[src/rtl/cpu_pkg.sv]
// Shared CPU constants and types used by fetch, decode and the register file.
package cpu_pkg;

  localparam int INSTR_W = 16;
  localparam int PC_W    = 8;
  localparam int OPC_W   = 4;

  localparam logic [OPC_W-1:0] OPC_HALT = 4'hF;

  typedef enum logic {
    ST_FETCH  = 1'b0,
    ST_HALTED = 1'b1
  } fetch_state_e;

  function automatic logic [OPC_W-1:0] opcode_of(input logic [INSTR_W-1:0] instr);
    return instr[INSTR_W-1 -: OPC_W];
  endfunction

endpackage

[src/rtl/fetch_buffer.sv]
// Two-entry FIFO holding fetched {pc, instruction} pairs; flush wins over push/pop.
module fetch_buffer #(
  parameter int W = 24
) (
  input  logic         clk,
  input  logic         reset,
  input  logic         push,
  input  logic         pop,
  input  logic         flush,
  input  logic [W-1:0] wdata,
  output logic [W-1:0] rdata,
  output logic         full,
  output logic         empty
);

  logic [1:0][W-1:0] entry_q, entry_d;
  logic              wr_ptr_q, wr_ptr_d;
  logic              rd_ptr_q, rd_ptr_d;
  logic [1:0]        count_q, count_d;

  always_comb begin
    entry_d  = entry_q;
    wr_ptr_d = wr_ptr_q;
    rd_ptr_d = rd_ptr_q;
    count_d  = count_q;
    if (flush) begin
      wr_ptr_d = 1'b0;
      rd_ptr_d = 1'b0;
      count_d  = 2'd0;
    end else begin
      if (push) begin
        entry_d[wr_ptr_q] = wdata;
        wr_ptr_d          = ~wr_ptr_q;
      end
      if (pop) begin
        rd_ptr_d = ~rd_ptr_q;
      end
      count_d = count_q + {1'b0, push} - {1'b0, pop};
    end
  end

  always_ff @(posedge clk or posedge reset) begin
    if (reset) begin
      entry_q  <= '0;
      wr_ptr_q <= 1'b0;
      rd_ptr_q <= 1'b0;
      count_q  <= 2'd0;
    end else begin
      entry_q  <= entry_d;
      wr_ptr_q <= wr_ptr_d;
      rd_ptr_q <= rd_ptr_d;
      count_q  <= count_d;
    end
  end

  assign rdata = entry_q[rd_ptr_q];
  assign full  = (count_q == 2'd2);
  assign empty = (count_q == 2'd0);

endmodule

[src/rtl/instruction_fetch.sv]
// Instruction fetch: issues one-cycle-latency imem reads into a 2-deep buffer with redirect.
// Define FETCH_HALT_EN to stop fetching after an OPC_HALT instruction is received.
module instruction_fetch
  import cpu_pkg::*;
#(
  parameter logic [PC_W-1:0] RESET_PC = 8'h00
) (
  input  logic               clk,
  input  logic               reset,
  output logic               imem_en,
  output logic [PC_W-1:0]    imem_addr,
  input  logic [INSTR_W-1:0] imem_rdata,
  output logic [INSTR_W-1:0] instr_out,
  output logic [PC_W-1:0]    pc_out,
  output logic               instr_valid,
  input  logic               instr_ready,
  input  logic               redirect,
  input  logic [PC_W-1:0]    redirect_pc
);

  fetch_state_e           state_q, state_d;
  logic [PC_W-1:0]        pc_q, pc_d;
  logic                   inflight_q, inflight_d;
  logic                   buf_full, buf_empty;
  logic                   push, pop, issue, halt_hit;
  logic [1:0]             occupancy, occ_after;
  logic [PC_W+INSTR_W-1:0] head;

  assign pop  = !buf_empty && instr_ready;
  // Responses arriving while halted or during a redirect are dropped.
  assign push = inflight_q && !redirect && (state_q == ST_FETCH);

`ifdef FETCH_HALT_EN
  assign halt_hit = push && (opcode_of(imem_rdata) == OPC_HALT);
`else
  assign halt_hit = 1'b0;
`endif

  assign occupancy = buf_full ? 2'd2 : (buf_empty ? 2'd0 : 2'd1);
  assign occ_after = occupancy + {1'b0, push} - {1'b0, pop};

  // Only one request can be in flight, so the entry count after this cycle's
  // push/pop decides whether another response will still fit.
  assign issue = !reset && (state_q == ST_FETCH) && !redirect && !halt_hit &&
                 (occ_after < 2'd2);

  always_comb begin
    state_d    = state_q;
    pc_d       = pc_q;
    inflight_d = issue;
    if (redirect) begin
      state_d = ST_FETCH;
      pc_d    = redirect_pc;
    end else begin
      if (issue) pc_d = pc_q + 8'd1;
      if (halt_hit) state_d = ST_HALTED;
    end
  end

  always_ff @(posedge clk or posedge reset) begin
    if (reset) begin
      state_q    <= ST_FETCH;
      pc_q       <= RESET_PC;
      inflight_q <= 1'b0;
    end else begin
      state_q    <= state_d;
      pc_q       <= pc_d;
      inflight_q <= inflight_d;
    end
  end

  // The in-flight response always belongs to pc_q-1: pc only moves on issue,
  // and a redirect cancels the outstanding request.
  fetch_buffer #(
    .W(PC_W + INSTR_W)
  ) u_buffer (
    .clk   (clk),
    .reset (reset),
    .push  (push),
    .pop   (pop),
    .flush (redirect),
    .wdata ({pc_q - 8'd1, imem_rdata}),
    .rdata (head),
    .full  (buf_full),
    .empty (buf_empty)
  );

  assign imem_en              = issue;
  assign imem_addr            = pc_q;
  assign instr_valid          = !buf_empty;
  assign {pc_out, instr_out}  = head;

endmodule

[config.mk]
export PLATFORM = sky130hd
export DESIGN_NAME = instruction_fetch
export DESIGN_NICKNAME = d
export VERILOG_FILES = /design/src/rtl/cpu_pkg.sv /design/src/rtl/fetch_buffer.sv /design/src/rtl/instruction_fetch.sv
export SDC_FILE = /design/constraint.sdc
export NUM_CORES = 1
export LEC_CHECK = 0
export BUFFER_PORTS_ARGS = -buffer_cell sky130_fd_sc_hd__buf_2
export CORE_MARGIN = 1.5
export CORE_UTILIZATION = 23
export DETAILED_ROUTE_END_ITERATION = 10
export GPL_TIMING_DRIVEN = 0
export SYNTH_ARGS = -nofsm -noshare
export SYNTH_HDL_FRONTEND = slang
export SYNTH_SLANG_ARGS = --single-unit
[constraint.sdc]
create_clock -name clk -period 4.59 [get_ports clk]
set_input_delay 0.459 -clock clk [delete_from_list [all_inputs] [get_ports clk]]
set_output_delay 0.459 -clock clk [all_outputs]
set_load 0.01 [all_outputs]
; ---- Word-level counts from Yosys, hierarchy flattened
; Cells that the tools add are included.
[totals]
regBits = 61
out_inout_bits = 34
word_cells = 48
[classes]
add_sub_neg = 6
order_cmp = 4
n_eq_ne = 1
mux = 14
n_bitwise = 3
reduce_logical = 13
[ops]
columns = cell, count
row1 = two-way mux 24 bit, 3
row2 = bitwise mux 48 bit, 1
row3 = demux 24 bit (select 1 bit), 1
row4 = two-way mux 8 bit, 2
row5 = adder 8 x 1 -> 8 bit (second input constant), 1
row6 = subtractor 8 x 1 -> 8 bit (second input constant), 1
row7 = nonzero test 2 bit, 3
row8 = logical AND 1 bit, 5
row9 = two-way mux 1 bit, 5
row10 = adder 2 x 1 -> 2 bit, 2
row11 = < comparator 1 x 2 -> 1 bit (second input constant), 2
row12 = two-way mux 2 bit, 2
row13 = subtractor 2 x 1 -> 2 bit, 2
row14 = zero test 1 bit, 3
row15 = NOT 1 bit, 3
row16 = equality test 2 bit (second input constant), 1
row17 = zero test 2 bit, 1
row18 = < comparator 2 bit (second input constant), 1
row19 = AND reduction 2 bit, 1
row20 = greater-or-equal comparator 1 bit (second input constant), 1

; ---- Logic depth before layout (Yosys ltp)
[depth]
word_depth = 9
depth_mapped = 8

; ---- By module
; From an unflattened synthesis, not the netlist that was laid out.
[hier_totals]
hier_cells = 229
area_unflattened_um2 = 2987.9
[modules_own_cells]
columns = module, n_inst, cells_per_inst, area_per_inst_um2, seq_area_each_um2
row1 = fetch_buffer, 1, 147, 2307.2, 1301.2
row2 = instruction_fetch, 1, 82, 680.7, 225.2

; ---- Least setup slack after synthesis
; Ideal clock, no wire load.
[synth_path]
path_kind = input -> register
startpoint = in reset
endpoint = reg pc_q[6] (netlist: imem_addr[6])
arrival_ns = 2.580
slack_ns = 1.929
path_stages = 4
path_cell_list = inv_1 -> nand4_1 -> or4_1 -> a31oi_1
[synth_between]
elab_chain_cells = 4
[synth_rtl]
columns = item, line
row1 = from (decl), instruction_fetch.sv:9  ; input logic reset,
row2 = zero test 1 bit (no source line), -
row3 = logical AND 1 bit (2 in a row), instruction_fetch.sv:44  ; assign issue = !reset && (state_q == ST_FETCH) && !redirect && !halt_hit &&
row4 = nonzero test 2 bit (no source line), -
row5 = to (signal assigned), instruction_fetch.sv:67  ; pc_q <= pc_d;
row6 = to (decl), instruction_fetch.sv:22  ; logic [PC_W-1:0] pc_q, pc_d;
; Every way passes these cells.
; A chain may end at the register's enable or synchronous reset.

; ---- Worst setup path in the final report
[layout_path]
startpoint = reg u_buffer.rd_ptr_q
endpoint = out instr_out[4]
[layout_between]
elab_chain_cells = 2
[layout_rtl]
columns = item, line
row1 = from (decl), fetch_buffer.sv:18  ; logic rd_ptr_q, rd_ptr_d;
row2 = from (signal assigned), fetch_buffer.sv:51  ; rd_ptr_q <= rd_ptr_d;
row3 = two-way mux 24 bit (implied by the code) (2 in a row), fetch_buffer.sv:56  ; assign rdata = entry_q[rd_ptr_q];
row4 = to (decl), instruction_fetch.sv:13  ; output logic [INSTR_W-1:0] instr_out,
; Every way passes these cells. The select of a mux whose other input is x is not followed.

==> flow_metrics.tcl <==
set metrics [dict create \
    multi_input_area_um2 1330 \
    grt_start_max_net_pins 38 \
    overflow 0 \
    root_buffer "clkbuf_16" \
    postCtsSetupBuffers 0 \
    finalHoldViolCount 0 \
    grt_pass1_vias 2041 \
    dr.pass1.iters 4 \
    report.final.slew_viol_count 0 \
    mappedNetlistArea_um2 2960 \
    dp.cells 483 \
    rsz0062_at_grt "false" \
    grt_usage 0.107 \
    fill_cells 1316 \
    yosys.area.top_type "dfrtp_1" \
    synth_top_cell_area_share 0.515 \
    r2r-start "u_buffer.count_q[0]" \
    antenna_found_initial 0 \
    cts_buffer_depth 2 \
    final_layout_size_suffix_gt1_frac 0.459 \
    worstMarginPinSlew_ps 784 \
    layout_commonest_cell "buf_2" \
    ir_drop_v 0.000175 \
    boundaryPins 62 \
    netlist_top_cells_area "dfrtp_1 52%, mux2_2 22%, xnor2_1 3.0%" \
    drt_iter0_drc 39 \
    ant_nets 0 \
    die_x_um 116 \
    post-route-period-util 0.563 \
    seqCellArea_um2 1530 \
    synthDistinctLibCells 38 \
    start_util 0.236 \
    cts_buffers 9 \
    io_buffers 61 \
    dpl.hpwl_mm 4.91 \
    crit_path_top_delay_cell "buf_1" \
    cp.arrival_ps 2120 \
    max_slew_margin 0.477 \
    syn_inst 249 \
    fp.dieH_um 116 \
    crit_buf_inv 3 \
    holdCritPathClass "primary input to asynchronous set/reset pin" \
    p_leak_nw 1.71 \
    cts-resized-gates 0 \
    ys_ff_latch 61 \
    wl_per_cell_um 13.7 \
    rows 41 \
    cp-end-kind "output port" \
    path_cells "clkbuf_1 > buf_1 > mux2_2 > buf_2" \
    globalplace.congestion 0.762 \
    yosys_warnings 0 \
    crit_family "buffers and inverters" \
    synth.avg_cell_area_um2 11.9 \
    postCtsHoldBufs 0 \
    nNetsFinal 354 \
    critical_path_class "flop to output port" \
    drv_cap 0 \
    cp-start-kind "flop" \
    core_area_um2 12600 \
    final_cells 499 \
    fmax_mhz 387 \
    wirelength_mm 6.82 \
    clk_latency_ps 330 \
    critPathRequiredTime_ps 4130 \
    htreeDepth 3 \
    syn2layout_area_growth_pct 28.8 \
    viasPerCell 4.18 \
    floorplan.die_area_um2 13600 \
    cp_max_fo 10 \
    skew_ps 9.78 \
    drc 0 \
    tritoncts "built" \
    layout_common_cells "66 x buf_2, 61 x dfrtp_1, 57 x mux2_2" \
    worstReg2RegEnd "u_buffer.count_q[1]" \
    setup-tns-final_ps 0 \
    rr_worst_depth 8 \
    synth_sequential_area_ratio 0.515 \
    reg2reg_slack_ps 2680 \
    synth.net_count 281 \
    power.density_nw_per_um2 602 \
    dr_total_vias 2085 \
    grt_pass1_wl_mm 10.7 \
    setup_viol 0 \
    slowest_delay_ps 590 \
    fin_crit_ps 2580 \
    cts_sinks 61 \
    status "finished, final reports clean" \
    clkSlewWorstSetupHoldPaths_ps 60 \
    antenna_cells 0 \
]
## cells by family after synthesis
logic type,synth area share
buffers and inverters,0.0351
multiplexers,0.217
adder cells (fa/ha/maj),0.0169
XOR/XNOR,0.0444
AO/OA/AOI/OAI,0.0604
flip-flops,0.515
AND/OR/NAND/NOR,0.111
## Yosys cell counts
cell and number:
or4_4 1, buf_4 2, nand2b_1 2, or4_1 3, xnor2_1 10, o2111a_1 1, buf_1 2, dfrtp_1 61
and2_2 1, o21ai_1 2, xor2_1 5, and2_1 1, inv_1 6, clkbuf_1 3, or2_2 1, a211oi_1 2
and4b_1 1, nor2b_1 7, a21oi_1 8, buf_2 5, a21oi_2 1, nand3_1 4, a22oi_1 1, and3b_1 1
nand4b_1 1, buf_6 2, a31oi_1 1, nand2_1 17, ha_1 4, nor2_1 15, mux2_2 57, nor4_4 1
o211ai_1 1, o21ai_0 13, nand4_1 2, nand3b_1 1, o31ai_1 1, nor3_1 2
## how the worst max path moves through the flow
stage,startpoint,endpoint,slack (ps),cells past startpoint
global route,u_buffer.rd_ptr_q,instr_out[13],1870,4
detailed placement,u_buffer.rd_ptr_q,instr_out[13],2290,4
CTS,u_buffer.rd_ptr_q,instr_out[13],1920,4
finish,u_buffer.rd_ptr_q,instr_out[4],2010,4
floorplan,reset,imem_addr[6],1930,4
global placement,reset,imem_addr[6],1200,5
## area by class of cell
type / instances / area share
Clock inverter: 4 / 0.0118
Multi-Input combinational cell: 168 / 0.349
Tap cell: 172 / 0.0564
Buffer: 14 / 0.0213
Clock buffer: 12 / 0.0699
Inverter: 6 / 0.00591
Timing Repair Buffer: 62 / 0.0853
Sequential cell: 61 / 0.400
## per-stage QoR
stage	worst slack (ps)	hold WS, ps	total power [mW]	area (µm²)	utilization
6_report	2010	320	2.30	3810	0.303
4_1_cts	1920	331	2.34	3810	0.303
5_1_grt	1870	336	2.46	3810	0.303
3_5_place_dp	2290	465	1.63	3500	0.279
3_3_place_gp	1200	455	1.60	3480	0.277
2_1_floorplan	1930	444	1.36	2960	-
## report_power, final
part           internal, mW  switching [mW]  total [mW]
Combinational         0.400           0.352       0.752
Sequential            0.745           0.114       0.859
Clock                 0.461           0.226       0.686
## per-layer routing
layer	global-route usage	wire length (µm)	up-vias
met3	0.0394	375	7
met2	0.169	3260	58
met1	0.136	3110	1003
li1	-	-	1017
met5	0	0	-
met4	0.0333	67	0
## flip-flops by register name, summed over array words and instances, names as in the netlist
| signal | count |
|---|---|
| u_buffer.entry_q | 48 |
| imem_addr | 8 |
| u_buffer.wr_ptr_q | 1 |
| u_buffer.count_q | 2 |
| u_buffer.rd_ptr_q | 1 |
| inflight_q | 1 |
Note: power is estimated with default switching activity, not from simulation.
